--- config.mk ---
export PLATFORM = sky130hd
export DESIGN_NAME = regfile_2r1w
export DESIGN_NICKNAME = d
export VERILOG_FILES = /design/src/rtl/regfile_2r1w.sv
export SDC_FILE = /design/constraint.sdc
export NUM_CORES = 2
export LEC_CHECK = 0
export ABC_AREA = 1
export BUFFER_PORTS_ARGS = -buffer_cell sky130_fd_sc_hd__buf_2
export CAP_MARGIN = 0
export CORE_ASPECT_RATIO = 1.4
export CORE_UTILIZATION = 25
export CTS_BUF_LIST = sky130_fd_sc_hd__clkbuf_4
export CTS_CLUSTER_SIZE = 12
export DETAILED_ROUTE_END_ITERATION = 6
export HOLD_SLACK_MARGIN = 0.15
export PLACE_DENSITY = 0.38
export SYNTH_ARGS = -nofsm -noshare
export SYNTH_HDL_FRONTEND = slang
export SYNTH_SLANG_ARGS = --single-unit
export TNS_END_PERCENT = 30
--- constraint.sdc ---
create_clock -name clk -period 4.85 [get_ports clk]
set_input_delay 0.7275 -clock clk [delete_from_list [all_inputs] [get_ports clk]]
set_output_delay 0.7275 -clock clk [all_outputs]
set_load 0.02 [all_outputs]
--- src/rtl/regfile_2r1w.sv ---
// rtl/regfile_2r1w.sv - 2-read/1-write register file with bulk-clear engine
// Entry 0 can be hardwired to zero; same-cycle write data can be forwarded to reads.
module regfile_2r1w #(
  parameter int DATA_WIDTH = 32,
  parameter int ADDR_WIDTH = 5,
  parameter int ZERO_REG   = 1,
  parameter int BYPASS     = 1
) (
  input  logic                  clk,
  input  logic                  rst_n,
  input  logic                  we,
  input  logic [ADDR_WIDTH-1:0] waddr,
  input  logic [DATA_WIDTH-1:0] wdata,
  input  logic [ADDR_WIDTH-1:0] raddr_a,
  output logic [DATA_WIDTH-1:0] rdata_a,
  input  logic [ADDR_WIDTH-1:0] raddr_b,
  output logic [DATA_WIDTH-1:0] rdata_b,
  input  logic                  clr_req,
  output logic                  clr_busy,
  output logic                  clr_done,
  output logic                  wr_drop
);

  localparam int DEPTH = 2**ADDR_WIDTH;

  typedef enum logic [1:0] {S_IDLE, S_CLEAR, S_DONE} state_t;

  state_t                state, state_nx;
  logic [ADDR_WIDTH-1:0] cnt, cnt_nx;
  logic [DATA_WIDTH-1:0] mem [DEPTH];
  logic                  idle;
  logic                  wr_zero;
  logic                  wr_en;

  assign idle    = (state == S_IDLE);
  assign wr_zero = (ZERO_REG != 0) && (waddr == '0);
  assign wr_en   = we && idle && !wr_zero;

  assign clr_busy = !idle;
  assign clr_done = (state == S_DONE);

  always_comb begin
    state_nx = state;
    cnt_nx   = cnt;
    case (state)
      S_IDLE: begin
        if (clr_req) begin
          state_nx = S_CLEAR;
          cnt_nx   = '0;
        end
      end
      S_CLEAR: begin
        if (cnt == ADDR_WIDTH'(DEPTH-1)) begin
          state_nx = S_DONE;
          cnt_nx   = '0;
        end else begin
          cnt_nx = cnt + ADDR_WIDTH'(1);
        end
      end
      S_DONE:  state_nx = S_IDLE;
      default: state_nx = S_IDLE;
    endcase
  end

  always_ff @(posedge clk or negedge rst_n) begin
    if (!rst_n) begin
      state   <= S_IDLE;
      cnt     <= '0;
      wr_drop <= 1'b0;
    end else begin
      state   <= state_nx;
      cnt     <= cnt_nx;
      // Writes to the hardwired zero entry are dropped silently, never flagged.
      wr_drop <= we && !idle && !wr_zero;
    end
  end

  always_ff @(posedge clk or negedge rst_n) begin
    if (!rst_n) begin
      for (int i = 0; i < DEPTH; i++) begin
        mem[i] <= '0;
      end
    end else if (state == S_CLEAR) begin
      mem[cnt] <= '0;
    end else if (wr_en) begin
      mem[waddr] <= wdata;
    end
  end

  // wr_en already excludes the busy case, so the forward path is off during a clear.
  function automatic logic [DATA_WIDTH-1:0] rd_mux(
    input logic [ADDR_WIDTH-1:0] addr,
    input logic [DATA_WIDTH-1:0] stored,
    input logic                  fwd_en,
    input logic [ADDR_WIDTH-1:0] fwd_addr,
    input logic [DATA_WIDTH-1:0] fwd_data
  );
    if ((ZERO_REG != 0) && (addr == '0)) begin
      return '0;
    end else if ((BYPASS != 0) && fwd_en && (addr == fwd_addr)) begin
      return fwd_data;
    end else begin
      return stored;
    end
  endfunction

  assign rdata_a = rd_mux(raddr_a, mem[raddr_a], wr_en, waddr, wdata);
  assign rdata_b = rd_mux(raddr_b, mem[raddr_b], wr_en, waddr, wdata);

endmodule
After elaboration in Yosys (flattened, before gate mapping). Cells that the tools add are included.

Add/subtract/negate cells: 1. Multipliers: 0. Div/mod/pow operators: 0. $lt $le $gt $ge: 6. Eq/ne operators: 7. Shift-type cells: 0. Mux-type cells: 23. Bitwise gates (word level): 6. Reduce and logical (&&, ||, !) cells: 18.

Operator list (count): $mux 1024 (2); $and 1024x1024->1024 (1); $bwmux 1024 (1); $not 1024->1024 (1); $bmux 32 s5 (2); $demux 32 s5 (2); $mux 32 (10); $ge 6x6->1 const B (4); $not 5->6 (4); $logic_not 5->1 (3); $lt 6x1->1 const B (2); $eq 5x5->1 (2); $mux 5 (2); $pmux 5 s2 (1); $logic_and 1x1->1 (8); $add 5x1->5 const B (1); $eq 5x5->1 const B (1); $mux 2 (2); $ne 2x2->1 const B (2); $pmux 2 s2 (1); $reduce_and 2->1 (2); $reduce_bool 2->1 (2); $eq 2x1->1 const B (1); $eq 2x2->1 const B (1); other kinds (2) (3).

Register bits: 1032. Latch bits: 0. Memory bits (writable): 0. ROM bits: 0. Memories: 0.

Longest topological paths before layout.
Word-level depth: 8. Gate-level depth with buffers: 13.

Worst setup path after synthesis. Ideal clock, no wire load.

Path kind: input to output. From: in waddr[4]. To: out rdata_b[22]. Arrival: 2.268 ns. Slack: 1.854 ns. Cell stages on the path: 13. Path buffers: 4. Path through: buf_4 -> inv_2 -> nand2_4 -> nor2_8 -> nand2_4 -> nand2_4 -> inv_4 -> buf_8 -> buf_6 -> buf_6 -> nand3_1 -> nand2_1 -> a21oi_1.

Word-level cells in the longest chain between the ends: 6. Elaborated cells on any way between the ends: 7. Classes of those cells: eq/ne: 1; mux: 2; reduce/logical: 4.

Ends and longest elaborated chain: from (decl) (RTL line 12) `input logic [ADDR_WIDTH-1:0] waddr,`; $logic_not 5->1 (RTL line 36) `assign wr_zero = (ZERO_REG != 0) && (waddr == '0);`; $logic_not 1->1 (RTL line 37) `assign wr_en = we && idle && !wr_zero;`; $logic_and 1x1->1 (RTL line 37); $logic_and 1x1->1 (*) (RTL line 100) `end else if ((BYPASS != 0) && fwd_en && (addr == fwd_addr)) begin`; $mux 32 (*) (RTL line 100); $mux 32 (*) (RTL line 98) `if ((ZERO_REG != 0) && (addr == '0)) begin`; to (decl) (RTL line 17) `output logic [DATA_WIDTH-1:0] rdata_b,`.

Every way passes the cells marked *; elsewhere a longest branch is shown, timed or not.

Worst setup path in the final report.
From: reg state[1]. To: out rdata_a[22].

Word-level cells in the longest chain between the ends: 6.

Ends and longest elaborated chain: from (decl) (RTL line 28) `state_t state, state_nx;`; from (signal assigned) (RTL line 71) `state <= state_nx;`; $logic_not 2->1 (RTL line 35) `assign idle = (state == S_IDLE);`; $logic_and 1x1->1 (2 in series) (RTL line 37); $logic_and 1x1->1 (RTL line 100); $mux 32 (RTL line 100); $mux 32 (RTL line 98); to (decl) (RTL line 15) `output logic [DATA_WIDTH-1:0] rdata_a,`.

Every way passes these cells.

==> impl_results.md <==
* ANT nets after route at 0
* Worst min path class: primary input to async pin
* R2R Path End: mem[409]$_DFFE_PN0P_
* Number of flops mapped to enable cells by yosys at 0
* Clock root buffer: clkbuf_4
* Power Total at roughly 26 mW
* Max cap viols at 1
* Placement Setup Slack at 0.607 ns
* Worst r2r src: state[1]$_DFFE_PN0P_
* Die height at a little under 600 um
* Drc violations at 5
* H-tree levels at 5
* Remaining global-route overflow at 0
* Share of flip-flops with an asynchronous set or reset at 1.00
* Final min period at ~4.7 ns
* Sequential share of the synthesized area at 0.432
* Synthesized flop and latch total at between 1,000 and 1,500
* Initial antenna violation count at 18
* Iter 0 DRT Violations at about 6,900
* Violated checks: design-rule violations, max-capacitance violations, max-slew violations
* GRT Overall Usage at 0.279
* Critical Path RT at between 4 and 5 ns
* Mapped Cells at around 8,400
* Io pins at around 120
* Cell Area, Synth at 0.0598 mm^2
* Initial core utilization at 0.251
* Clock Sinks at about 1,000
* Run status: finished, violations left
* DR vias at roughly 64,000
* CTS tree: done
* Element type at the critical path start: flop
* Mapped Avg Cell Area at roughly 7 um^2
* NumNets Final at between 8,000 and 9,000
* R2R setup slack at 1.34 ns
* Count of different cell masters after synthesis at between 40 and 50
* Final setup fails at 0
* Maximum clock rate at about 210 MHz
* Core Box Area at between 0.2 and 0.25 mm^2
* Placed Instances at 11,100
* Wire length of the first global-routing pass at between 400 and 500 mm
* Crit path DAT at around 4 ns
* Area of the die at 0.241 mm^2
* Worst setup margin at 0.130 ns
* Post-Route WL at between 300 and 400 mm
* Routability cong. at about 0.86
* Final HPWL DP at between 150 and 200 mm
* Total CTS buffers at a little over 300
* CP endpoint kind: primary output
* Unrepaired setup endpoints after global routing: false
* Yosys warns at 0
* DR vias/cell at around 5.5
* Setup TNS at 0 ns
* Clock Latency Late Sink at about 1.3 ns
* Post-CTS Setup Bufs at 0
* Max transition margin at -0.0259
* Fin. Hold Viols at 0
* Cell count of the worst reg-to-reg path at 10
* Maximum buffer depth of the clock tree at 4
* Max IR drop VDD at 0.166 mV
* Die W at 415 um
* Layout area overhead at 14.1%
* Worst-Margin Slew at between 1.5 and 2 ns
* Drt pass-1 iters at 7
* Kind of critical path: flop to primary output
* Crit Path Max Fanout at 37
* Number of port buffers at 117
* Syn nets at ~8,400
* Clock Skew at between 0.1 and 0.15 ns
* Final cell count without fillers at roughly 12,000
* FP Rows at 212
* Largest net degree at the start of global routing at ~140
* Worst-path clk slew at 0.07 ns
* Leakage power at 34.5 nW
* WL/cell at 29.6 um
* Power density cells at approximately 380 mW/mm^2
* Synth Flop Type: dfrtp_1
* Final worst-path cycle share at 0.973
* Share of cells above drive strength 1 at 0.120
* Max Slew Vio Count at 7
* Vias in the first global route at between 60,000 and 70,000
## metal layers
metal	GRT usage	vias to the layer above	wire length (um)
met4	0.156	6	21100
met3	0.0503	910	25900
li1	-	27700	-
met2	0.454	3414	160000
met5	0	-	40
met1	0.348	31700	138000
## through the flow
step           hold slack (ns)   util  instance area [um^2]
4_1_cts                  0.181  0.287                 68200
5_1_grt                  0.243  0.287                 68200
3_5_place_dp             0.474  0.270                 64200
3_3_place_gp             0.468  0.270                 64200
6_report                 0.276  0.287                 68200
2_1_floorplan            0.432      -                 59800
## cell type report
type | count | area [um^2]
fill | 25900 | 170000
multi-input combinational | 5495 | 26700
sequential | 1032 | 25800
inverter | 1084 | 4120
timing repair buffer | 426 | 3950
tap | 3103 | 3880
clock buffer | 451 | 3390
clock inverter | 53 | 343
antenna | 7 | 17.5
## kinds of logic (layout without fill, tap and decap cells)
family | count (synthesis) | after routing | share of synthesized area
buffers and inverters | 1838 | 2014 | 0.124
xor gates and xnor gates | 10 | 10 | 0.00146
adders and majority gates | 5 | 5 | 0.00105
AOI/OAI and AO/OA | 1189 | 1189 | 0.126
DFF | 1032 | 1032 | 0.432
and+or+nand+nor | 4291 | 4291 | 0.315
other | 0 | 7 | 0
## how the worst max path moves through the flow
stage / startpoint / endpoint / slack, ns / cells after the start
global placement: waddr[4] / rdata_b[10] / 0.60 / 10
finish: state[1]$_DFFE_PN0P_ / rdata_a[22] / 0.13 / 10
global route: state[1]$_DFFE_PN0P_ / rdata_a[2] / 0.008 / 9
CTS: state[0]$_DFFE_PN0P_ / rdata_a[22] / 0.09 / 10
detailed placement: waddr[4] / rdata_b[10] / 0.61 / 10
floorplan: waddr[4] / rdata_b[22] / 1.85 / 13
## power by group
part | total (mW) | switching, mW | internal [mW]
registers | 10.1 | 0.366 | 9.69
logic | 7.18 | 5.23 | 1.95
clock network | 8.80 | 4.33 | 4.47
total | 26.0 | 9.93 | 16.1
## sequential cells by signal, summed over array words and instances (netlist names)
register and count:
state 2, mem 1024, wr_drop 1, cnt 5
## worst max-delay path: stages, from the launching register on
cell and delay, ns:
dfrtp_1 0.39, inv_1 0.09, nand2_1 0.19, nor2_1 0.26, nand2_4 0.11, inv_6 0.36, buf_4 0.56, nand3_1 0.24
nand2_1 0.23, a21oi_2 0.07, buf_2 0.18
## cell usage after synthesis, types with 22 or more instances
cell type | count | area [um^2]
nor2_1 | 68 | 255
inv_1 | 1067 | 4010
nand2_2 | 22 | 138
o22ai_1 | 838 | 5240
buf_1 | 79 | 297
clkbuf_1 | 402 | 1510
dfrtp_1 | 1032 | 25800
a21oi_2 | 60 | 526
nand2_1 | 2292 | 8600
o211ai_1 | 117 | 878
o21ai_0 | 142 | 711
buf_2 | 220 | 1100
nand3_1 | 1867 | 9340
buf_4 | 42 | 315
## what timing repair did
action                                  CTS  global route
endpoints found under the hold margin  1202             0
hold buffers                             26             0
setup endpoints to repair                26             0
resized for setup                         4             0
## placed cells by master (no fill, tap or decap), drive strengths merged
| cell | Yosys | layout |
|---|---|---|
| a21oi | 72 | 72 |
| buf | 350 | 399 |
| bufinv | 0 | 5 |
| clkbuf | 404 | 453 |
| clkinv | 6 | 51 |
| clkinvlp | 0 | 2 |
| dfrtp | 1032 | 1032 |
| diode | 0 | 7 |
| dlygate4sd3 | 0 | 25 |
| ha | 5 | 5 |
| inv | 1078 | 1079 |
| nand2 | 2330 | 2330 |
| nand3 | 1872 | 1872 |
| nand4 | 7 | 7 |
| nor2 | 76 | 76 |
| nor3 | 6 | 6 |
| o211ai | 117 | 117 |
| o21ai | 161 | 161 |
| o22ai | 838 | 838 |
| o31ai | 1 | 1 |
| xnor2 | 6 | 6 |
| xor2 | 4 | 4 |
No activity file was read; power rests on OpenSTA's default activity.
